### config.mk
export PLATFORM = sky130hd
export DESIGN_NAME = adc8_sampler
export DESIGN_NICKNAME = d
export VERILOG_FILES = /design/src/rtl/adc8_sampler.sv
export SDC_FILE = /design/constraint.sdc
export NUM_CORES = 1
export LEC_CHECK = 0
export CORE_UTILIZATION = 55
export DETAILED_ROUTE_END_ITERATION = 7
export PLACE_DENSITY = 0.86
export SLEW_MARGIN = 20
export SYNTH_ARGS = -nofsm -noshare
export SYNTH_HDL_FRONTEND = slang
export SYNTH_SLANG_ARGS = --single-unit
### constraint.sdc
create_clock -name i_CLK -period 3.95 [get_ports i_CLK]
set_clock_uncertainty 0.1 [all_clocks]
set_input_delay 1.185 -clock i_CLK [delete_from_list [all_inputs] [get_ports i_CLK]]
set_output_delay 1.185 -clock i_CLK [all_outputs]
set_load 0.02 [all_outputs]
### src/rtl/adc8_sampler.sv
// adc8_sampler: paces an external 8-bit parallel ADC, captures each result on
// the EOC falling edge, block-averages samples and raises overcurrent/timeout flags.
module adc8_sampler #(
    parameter int unsigned CONV_DIV    = 1000,
    parameter int unsigned CONVST_HIGH = 50,
    parameter int unsigned LOG2_N      = 3,
    parameter logic [7:0]  OC_LIMIT    = 8'd200,
    parameter int unsigned OC_COUNT    = 4
) (
    input  logic       i_CLK,
    input  logic       i_RST,
    input  logic       i_en,
    input  logic [7:0] i_adc_data,
    input  logic       i_eoc,
    output logic       o_convst,
    output logic [7:0] o_sample,
    output logic [7:0] o_avg,
    output logic       o_valid,
    output logic       o_oc,
    output logic       o_timeout
);
    localparam int unsigned ACC_W    = 8 + LOG2_N;
    localparam logic [15:0] LAST_CNT = 16'(CONV_DIV - 1);
    localparam logic [15:0] LAST_HI  = 16'(CONVST_HIGH - 1);
    localparam logic [6:0]  LAST_SMP = 7'((1 << LOG2_N) - 1);
    localparam logic [3:0]  OC_SAT   = 4'(OC_COUNT);

    typedef enum logic [1:0] {
        ST_IDLE     = 2'd0,
        ST_CONVERT  = 2'd1,
        ST_WAIT_EOC = 2'd2,
        ST_HOLD     = 2'd3
    } state_t;

    state_t             r_state;
    state_t             w_state_nxt;
    logic [15:0]        r_cnt;
    logic [15:0]        r_hi_cnt;
    logic               r_eoc_s1;
    logic               r_eoc_s2;
    logic               r_eoc_prev;
    logic               w_eoc_fall;
    logic               w_capture;
    logic               w_timeout;
    logic [ACC_W-1:0]   r_acc;
    logic [ACC_W-1:0]   w_sum;
    logic [6:0]         r_nsamp;
    logic [3:0]         r_streak;
    logic [3:0]         w_streak_nxt;
    logic               r_convst;
    logic [7:0]         r_sample;
    logic [7:0]         r_avg;
    logic               r_valid;
    logic               r_oc;
    logic               r_timeout;

    // EOC synchronizer plus a history flop; synced idle level is high
    always_ff @(posedge i_CLK) begin
        if (i_RST) begin
            r_eoc_s1   <= 1'b1;
            r_eoc_s2   <= 1'b1;
            r_eoc_prev <= 1'b1;
        end else begin
            r_eoc_s1   <= i_eoc;
            r_eoc_s2   <= r_eoc_s1;
            r_eoc_prev <= r_eoc_s2;
        end
    end

    assign w_eoc_fall = r_eoc_prev & ~r_eoc_s2;

    // Conversion period counter, parked at zero while sampling is disabled
    always_ff @(posedge i_CLK) begin
        if (i_RST || !i_en) begin
            r_cnt <= 16'd0;
        end else if (r_cnt == LAST_CNT) begin
            r_cnt <= 16'd0;
        end else begin
            r_cnt <= r_cnt + 16'd1;
        end
    end

    // State register, CONVST pulse width counter and registered CONVST
    always_ff @(posedge i_CLK) begin
        if (i_RST) begin
            r_state  <= ST_IDLE;
            r_hi_cnt <= 16'd0;
            r_convst <= 1'b0;
        end else begin
            r_state  <= w_state_nxt;
            r_hi_cnt <= (r_state == ST_CONVERT && w_state_nxt == ST_CONVERT) ?
                        r_hi_cnt + 16'd1 : 16'd0;
            r_convst <= (w_state_nxt == ST_CONVERT);
        end
    end

    // Next-state logic; a capture takes priority over the timeout in the last cycle
    always_comb begin
        w_state_nxt = r_state;
        w_capture   = 1'b0;
        w_timeout   = 1'b0;
        if (!i_en) begin
            w_state_nxt = ST_IDLE;
        end else begin
            case (r_state)
                ST_IDLE: begin
                    if (r_cnt == 16'd0) w_state_nxt = ST_CONVERT;
                    else                w_state_nxt = ST_IDLE;
                end
                ST_CONVERT: begin
                    if (r_hi_cnt == LAST_HI) w_state_nxt = ST_WAIT_EOC;
                    else                     w_state_nxt = ST_CONVERT;
                end
                ST_WAIT_EOC: begin
                    if (w_eoc_fall) begin
                        w_capture   = 1'b1;
                        w_state_nxt = ST_HOLD;
                    end else if (r_cnt == LAST_CNT) begin
                        w_timeout   = 1'b1;
                        w_state_nxt = ST_CONVERT;
                    end else begin
                        w_state_nxt = ST_WAIT_EOC;
                    end
                end
                ST_HOLD: begin
                    if (r_cnt == LAST_CNT) w_state_nxt = ST_CONVERT;
                    else                   w_state_nxt = ST_HOLD;
                end
                default: w_state_nxt = ST_IDLE;
            endcase
        end
    end

    assign w_sum        = r_acc + ACC_W'(i_adc_data);
    assign w_streak_nxt = (i_adc_data <= OC_LIMIT) ? 4'd0 :
                          (r_streak == OC_SAT)     ? r_streak : r_streak + 4'd1;

    // Sample capture, block averaging and the sticky fault flags
    always_ff @(posedge i_CLK) begin
        if (i_RST) begin
            r_acc     <= '0;
            r_nsamp   <= 7'd0;
            r_streak  <= 4'd0;
            r_sample  <= 8'd0;
            r_avg     <= 8'd0;
            r_valid   <= 1'b0;
            r_oc      <= 1'b0;
            r_timeout <= 1'b0;
        end else if (!i_en) begin
            r_acc    <= '0;
            r_nsamp  <= 7'd0;
            r_streak <= 4'd0;
            r_valid  <= 1'b0;
        end else begin
            r_valid <= 1'b0;
            if (w_capture) begin
                r_sample <= i_adc_data;
                r_streak <= w_streak_nxt;
                if (w_streak_nxt == OC_SAT) begin
                    r_oc <= 1'b1;
                end
                if (r_nsamp == LAST_SMP) begin
                    r_avg   <= w_sum[LOG2_N +: 8];
                    r_acc   <= '0;
                    r_nsamp <= 7'd0;
                    r_valid <= 1'b1;
                end else begin
                    r_acc   <= w_sum;
                    r_nsamp <= r_nsamp + 7'd1;
                end
            end
            if (w_timeout) begin
                r_timeout <= 1'b1;
            end
        end
    end

    assign o_convst  = r_convst;
    assign o_sample  = r_sample;
    assign o_avg     = r_avg;
    assign o_valid   = r_valid;
    assign o_oc      = r_oc;
    assign o_timeout = r_timeout;

endmodule

==> impl_metrics.py <==
metrics = {
    "status": {
        "run_status": "complete, no violations",
    },
    "place": {
        "gpl.final_weighted_congestion": 0.847,
        "place.port_buffers": 31,
        "place_hpwl_mm": 5.53,
    },
    "die": {
        "fp-row-count": 29,
        "chipHeight_um": 83.6,
        "top_level_ports": 32,
        "die_area_mm2": 0.00699,
        "initial_utilization_pct": 57.4,
        "core_mm2": 0.00639,
        "dieWidth_um": 83.6,
    },
    "worst_setup_path": {
        "delay_heaviest_family_cp": "compound AO/OA/AOI/OAI gates",
        "critical_path_class": "in -> reg",
        "r2r_start": "r_acc[0]$_SDFFE_PP0P_",
        "timing.reg2reg.setup_slack_ps": 1440,
        "setup.worst_path.end_class": "flop",
        "cp.buffers_inverters": 1,
        "worst_path_max_delay_cell": "sky130_fd_sc_hd__clkdlybuf4s50_1",
        "timing.critical_path.fanout_max": 4,
        "critical-path-max-stage-delay_ps": 460,
        "crit_chain": "clkdlybuf4s50_1 -> ha_1 -> fa_1 -> a21oi_1 -> nor2b_1 -> a311o_1 -> a21oi_2 -> nor2_1 -> a2111oi_2",
        "worst-r2r-cell-count": 8,
        "startpoint_kind_of_the_worst_setup_timing_path": "input port",
        "cp_data_arrival_time_ps": 3680,
        "setup.worst_path.start": "i_adc_data[0]",
        "critical_path.reg2reg.endpoint": "o_avg[7]$_SDFFE_PP0P_",
        "cp.required_ps": 4110,
    },
    "detailed_routing": {
        "antenna_left": 0,
        "route.detailed.wl_per_inst_um": 14.5,
        "detail_route.first_pass.iterations": 4,
        "detail_route.vias_per_cell": 5.64,
        "initialDrtViolationCount": 223,
        "route.vias.total": 3049,
        "drc": 0,
        "drt_wl_total_mm": 7.83,
    },
    "timing": {
        "period_minus_slack_ps": 3520,
        "final.setup.tns_ps": 0,
        "hold_violations": 0,
        "timing_max_transition_violations_final": 0,
        "slew_at_the_pin_closest_to_its_max_slew_limit_ps": 569,
        "max_clock_freq_mhz": 284,
        "report.final.setup_viol": 0,
        "final_min_period_over_clock_period_pct": 89.2,
        "timing.max_slew.rel_slack_pct": 61.9,
        "grt_setup_unrepaired": "false",
    },
    "global_routing": {
        "grt_antenna_before_repair": 0,
        "grt_first_pass_wirelength_mm": 13.4,
        "via_count_of_the_first_global_routing_pass": 2964,
        "globalRouteOverflowTotal": 0,
        "globalRouteTotalUtil_pct": 23.5,
        "grt_max_degree": 22,
    },
    "yosys": {
        "mappedNetlistArea_mm2": 0.00366,
        "synth-edff-count": 0,
        "synth_largest_area_cell": "sky130_fd_sc_hd__dfxtp_1",
        "synth-warning-count": 0,
        "yosys.cell_count.top_type": "sky130_fd_sc_hd__dfxtp_1",
        "postSynth.topFlopCell": "sky130_fd_sc_hd__dfxtp_1",
        "netlist_top_cells_area": "sky130_fd_sc_hd__dfxtp_1, sky130_fd_sc_hd__nor2_1, sky130_fd_sc_hd__xor2_1, sky130_fd_sc_hd__nand2_1, sky130_fd_sc_hd__ha_1",
        "synth_async_sr_flop_share_pct": 0,
        "synth_commonest_cells": "sky130_fd_sc_hd__dfxtp_1, sky130_fd_sc_hd__nor2_1, sky130_fd_sc_hd__nand2_1, sky130_fd_sc_hd__xor2_1, sky130_fd_sc_hd__nand3_1",
        "synth_fp_nets": 454,
        "seq_area_frac_synth_pct": 43.2,
        "ys_types": 58,
        "post_synth.cell_area_avg_um2": 8.60,
        "synth_cells": 426,
        "synth_top_area_share_pct": 43.2,
        "yosys_register_bits": 79,
    },
    "finish": {
        "utilization_pct": 66.9,
        "post_route_cells_drive_above_1_share_pct": 8.19,
        "fin_nets": 487,
        "num_antenna_cells": 0,
        "synthToLayoutAreaGrowth_pct": 16.7,
    },
    "clock_tree": {
        "numCtsBuffers": 9,
        "clock_sinks": 79,
        "clock_tree.htree_level_count": 3,
        "hold_bufs_inserted_after_cts": 0,
        "clock_latency_on_the_worst_skew_pair_ps": 360,
        "post-cts-setup-buffers": 0,
        "root_buffer": "sky130_fd_sc_hd__clkbuf_8",
        "tritoncts_clock_tree": "built",
        "clk_path_buf_depth": 2,
        "cts.repair.resized": 0,
        "cts.reportedPaths.clkPinSlew_ps": 80,
    },
    "power_and_ir_drop": {
        "totalPowerFinal_mw": 1.53,
        "p_leak_nw": 1.55,
        "power_density_mw_per_mm2": 358,
        "vdd_ir_drop_max_v": 0.000359,
    },
    "min_path": {
        "hold_path_end": "r_eoc_s2$_SDFF_PP1_",
        "hold_start": "r_eoc_s1$_SDFF_PP1_",
        "hold_path.class": "reg -> reg",
        "worst_hold_path.num_cells": 1,
    },
    "flow_run": {
        "cap_viol_max_count": 0,
    },
}
-- through the flow --
stage	worst slack, ps	instances	cell area, um^2	hold slack, ps
2_1_floorplan	808	426	3660	289
3_3_place_gp	233	525	4050	317
3_5_place_dp	110	525	4050	318
4_1_cts	496	541	4270	333
5_1_grt	367	541	4270	353
6_report	427	541	4270	337
-- layout by cell type, fill, tap and decap left out, types with 7 or more instances in the layout --
master                            count
sky130_fd_sc_hd__nor2_1              66
sky130_fd_sc_hd__inv_1                8
sky130_fd_sc_hd__xor2_1              28
sky130_fd_sc_hd__xnor2_1             12
sky130_fd_sc_hd__dfxtp_1             79
sky130_fd_sc_hd__nand2_1             52
sky130_fd_sc_hd__a21oi_1             25
sky130_fd_sc_hd__nand3_1             26
sky130_fd_sc_hd__a22oi_1              8
sky130_fd_sc_hd__nand4_1              7
sky130_fd_sc_hd__o21ai_0              7
sky130_fd_sc_hd__clkdlybuf4s50_1     31
sky130_fd_sc_hd__and3_1               7
sky130_fd_sc_hd__ha_1                15
sky130_fd_sc_hd__nor3_1               7
sky130_fd_sc_hd__clkbuf_8            10
-- area by class of cell --
| cell class | count | area [um^2] |
|---|---|---|
| multi-input combinational | 325 | 2000 |
| inverter | 8 | 30.0 |
| timing repair buffer | 36 | 348 |
| fill | 536 | 2110 |
| clock inverter | 5 | 81.3 |
| clock buffer | 11 | 141 |
| sequential | 79 | 1580 |
| tap | 77 | 96.3 |
-- kinds of logic after synthesis --
group | Yosys count | synth area share, %
adder cells (fa/ha/maj) | 16 | 5.67
multiplexers | 1 | 0.273
XOR/XNOR | 40 | 9.56
AO/OA/AOI/OAI | 65 | 11.7
AND/OR/NAND/NOR | 203 | 27.3
flip-flops | 79 | 43.2
buffers and inverters | 22 | 2.36
-- routing by layer --
layer  vias up  global-route usage [%]  share of wire, %  wire length (um)
met5         -                       0                 0                 0
met4         0                    8.17               1.4               110
met3        10                    6.13               3.9               305
met2        76                    39.5                48              3780
met1      1418                    29.2                46              3630
li1       1545                       -                 -                 -
-- report_power, final --
group          leakage [nW]  switching [mW]  total, mW  internal [mW]
Clock                 0.110           0.298      0.671          0.373
Sequential            0.637         0.00341      0.803          0.799
Combinational         0.802          0.0309     0.0558         0.0250
Total                  1.55           0.332       1.53           1.20
-- registers in the layout, indices dropped and copies added, names as in the netlist --
name,count
o_sample,8
r_eoc_s1,1
r_acc,11
r_streak,4
o_oc,1
r_hi_cnt,16
r_state,2
o_valid,1
r_cnt,16
o_convst,1
o_timeout,1
o_avg,8
r_eoc_s2,1
r_eoc_prev,1
r_nsamp,7
-- worst register-to-register path: stages, from the launching register on --
cell                        delay [ps]
sky130_fd_sc_hd__dfxtp_1           330
sky130_fd_sc_hd__ha_1              220
sky130_fd_sc_hd__fa_1              420
sky130_fd_sc_hd__a21oi_1           150
sky130_fd_sc_hd__nor2b_1            80
sky130_fd_sc_hd__a311o_1           410
sky130_fd_sc_hd__a21oi_2           250
sky130_fd_sc_hd__nor2_1            100
sky130_fd_sc_hd__a2111oi_2         350
-- how the worst max path moves through the flow --
stage / endpoint / slack [ps] / cells after the start
global route: o_avg[7]$_SDFFE_PP0P_ / 370 / 9
global placement: o_avg[7]$_SDFFE_PP0P_ / 230 / 9
finish: o_avg[7]$_SDFFE_PP0P_ / 430 / 9
CTS: o_avg[7]$_SDFFE_PP0P_ / 500 / 9
detailed placement: o_avg[7]$_SDFFE_PP0P_ / 110 / 9
floorplan: o_avg[7]$_SDFFE_PP0P_ / 810 / 8
Power figures use the tool's default switching activity.
==> variant (same flow settings) <==
Reset style: asynchronous (`i_RST`), changed in 3 clocked blocks.
--- a/src/rtl/adc8_sampler.sv
+++ b/src/rtl/adc8_sampler.sv
@@ -56,5 +56,5 @@
 
     // EOC synchronizer plus a history flop; synced idle level is high
-    always_ff @(posedge i_CLK) begin
+    always_ff @(posedge i_CLK or posedge i_RST) begin
         if (i_RST) begin
             r_eoc_s1   <= 1'b1;
@@ -82,5 +82,5 @@
 
     // State register, CONVST pulse width counter and registered CONVST
-    always_ff @(posedge i_CLK) begin
+    always_ff @(posedge i_CLK or posedge i_RST) begin
         if (i_RST) begin
             r_state  <= ST_IDLE;
@@ -137,5 +137,5 @@
 
     // Sample capture, block averaging and the sticky fault flags
-    always_ff @(posedge i_CLK) begin
+    always_ff @(posedge i_CLK or posedge i_RST) begin
         if (i_RST) begin
             r_acc     <= '0;
Formal check against the unedited RTL: differs if i_RST is asserted again (counterexample within 4 cycles, from zero or initial values and one cycle with i_RST high); with i_RST held inactive, the same outputs for 10 cycles.
==> variant against the original RTL <==
- worst hold slack lost 0.080 ns
- sequential power grew 2%
- final area grew 6.4%
- wire length shrank 2.8%
- total power shrank 7.4%
- worst setup slack gained 0.18 ns
- sequential cell count is the same
- synthesized area grew 8.6%
==> variant: results (changes against the original RTL) <==
outcome -> completed (unchanged)
clock root buffer -> clkbuf_8 (unchanged)
Slowest Stage Delay on Critical Path -> 0.53 ns (was 0.46 ns)
final net count -> 468 (was 487)
Ys Warns -> 0 (unchanged)
Synth area leaders -> dfrtp_1 (38%), dfxtp_1 (8.1%), xor2_1 (5.3%) (was dfxtp_1 (43%), nor2_1 (6.8%), xor2_1 (6.7%))
VDD IR max -> 247.7 uV (was 359.2 uV)
arrival time worst endpoint -> 3.51 ns (was 3.68 ns)
CP max stage cell -> clkdlybuf4s50_1 (unchanged)
flop2flop setup slack -> 1.64 ns (was 1.44 ns)
net load switching power -> 0.3246 mW (was 0.3322 mW)
count of input and output buffers -> 31 (unchanged)
clock buffer count from CTS -> 9 (unchanged)
Skew-Pair Late Insertion Delay -> 0.34 ns (was 0.36 ns)
xor/xnor share of the synthesized area -> 8.365% (was 9.563%)
post-detail-place hpwl -> 5.455 mm (was 5.530 mm)
R2R Path Start -> r_acc[0] (unchanged)
post-synthesis mux area share -> 2.736% (was 0.2732%)
total track usage -> 22.89% (was 23.55%)
syn nets -> 430 (was 454)
crit-path max FO -> 7 (was 4)
Adder-Cell Fraction of Synth Area -> 5.220% (was 5.669%)
Regs by FF count -> r_cnt x16, r_hi_cnt x16, r_acc x11 (unchanged)
R2R Path End -> r_acc[10] (was o_avg[7])
clock buffer depth -> 2 (unchanged)
gpl congestion -> 0.8537 (was 0.8465)
post-cts sizing count -> 0 (unchanged)
fraction of layout cells with a size suffix above 1 -> 10.11% (was 8.190%)
DRT Pass-1 Iters -> 5 (was 4)
vias per cell -> 5.449 (was 5.636)
pin count of the biggest net entering global routing -> 56 (was 22)
initial antenna violation count -> 0 (unchanged)
# fillers -> 573 (was 536)
Synth async-reset ratio -> 79.75% (was 0%)
R2R cell count -> 8 (unchanged)
H-tree depth -> 3 (unchanged)
Compound-Gate Fraction of Synth Area -> 11.19% (was 11.68%)
Avg WL per Cell -> 14.07 um (was 14.47 um)
sequential area share after synthesis -> 47.77% (was 43.17%)
n_diodes -> 0 (unchanged)
Hold Path Sink -> r_eoc_s2 (unchanged)
initial DRC count -> 184 (was 223)
Placed Instance Area -> 4388 um^2 (was 4051 um^2)
synth cell count leaders -> dfrtp_1 (60), nor2_1 (52), nand2_1 (42), xor2_1 (24), o21ai_0 (21) (was dfxtp_1 (79), nor2_1 (66), nand2_1 (52), xor2_1 (28), nand3_1 (26))
Least-Margin Pin Slew -> 0.6683 ns (was 0.5690 ns)
first-pass GRT wire length -> 13.21 mm (was 13.44 mm)
endpoints failing hold -> 0 (unchanged)
Yosys cell types -> 64 (was 58)
Worst-path clk slew -> 0.07 ns
Post-CTS Setup Bufs -> 0 (unchanged)
Hold Crit Depth -> 0 (was 1)
pre-CTS setup slack -> 0.2699 ns (was 0.1102 ns)
HP Class -> flip-flop to flip-flop (unchanged)
min-delay src -> r_eoc_s1 (unchanged)
P_leak -> 1.944 nW (was 1.549 nW)
vias in the first global route -> 2,938 (was 2,964)
[variant: per-layer routing]
layer | vias up | routed length [um] | global-route usage [%]
li1 | 1468 | - | -
met1 | 1415 | 3450 | 26.53
met2 | 54 | 3813 | 40.09
met3 | 11 | 254 | 5.687
met4 | 0 | 92 | 10.00
met5 | - | 0 | 0
[variant: final cells by class]
cell class                 instances  area share [%]
clock inverter                     1          0.1100
inverter                          14           1.155
clock buffer                      15           3.438
timing repair buffer              37           7.811
tap                               96           2.640
sequential                        79           41.78
multi-input combinational        299           43.07
[variant: kinds of logic after synthesis]
| logic type | Yosys count |
|---|---|
| buf+inv | 24 |
| fa+ha+maj | 16 |
| xor+xnor | 38 |
| simple gates | 170 |
| flops | 79 |
| mux | 10 |
| compound gates | 65 |
[variant: per-stage QoR]
stage               power [mW]  cells  util [%]  hold slack [ns]
detailed placement      0.9173    525     63.53           0.2468
global placement        0.9153    525     63.53           0.2468
global route             1.480    541     65.87           0.2676
floorplan               0.8880    402         -           0.2452
CTS                      1.436    541     65.87           0.2573
finish                   1.416    541     65.87           0.2566
[variant: power by group through the flow]
stage	sequential (mW)	clock (mW)	combinational, mW
2_1_floorplan	0.836	0	0.0515
6_report	0.820	0.516	0.0798
4_1_cts	0.820	0.535	0.0818
5_1_grt	0.821	0.569	0.0892
3_3_place_gp	0.836	0	0.0794
3_5_place_dp	0.836	0	0.0811
[variant: worst max path at each step]
stage	startpoint	to	slack, ns
floorplan	i_RST	r_cnt[10]	0.72
global placement	i_adc_data[0]	r_acc[10]	0.39
detailed placement	i_adc_data[0]	r_acc[10]	0.27
CTS	i_adc_data[0]	r_acc[10]	0.63
global route	i_adc_data[0]	r_acc[10]	0.53
finish	i_adc_data[0]	r_acc[10]	0.61
[variant: critical path: cells and delay by family]
kind | cells | cell delay [ns]
and+or+nand+nor | 2 | 0.69
AOI/OAI and AO/OA | 3 | 0.42
buffers and inverters | 2 | 0.59
adders and majority gates | 2 | 0.62
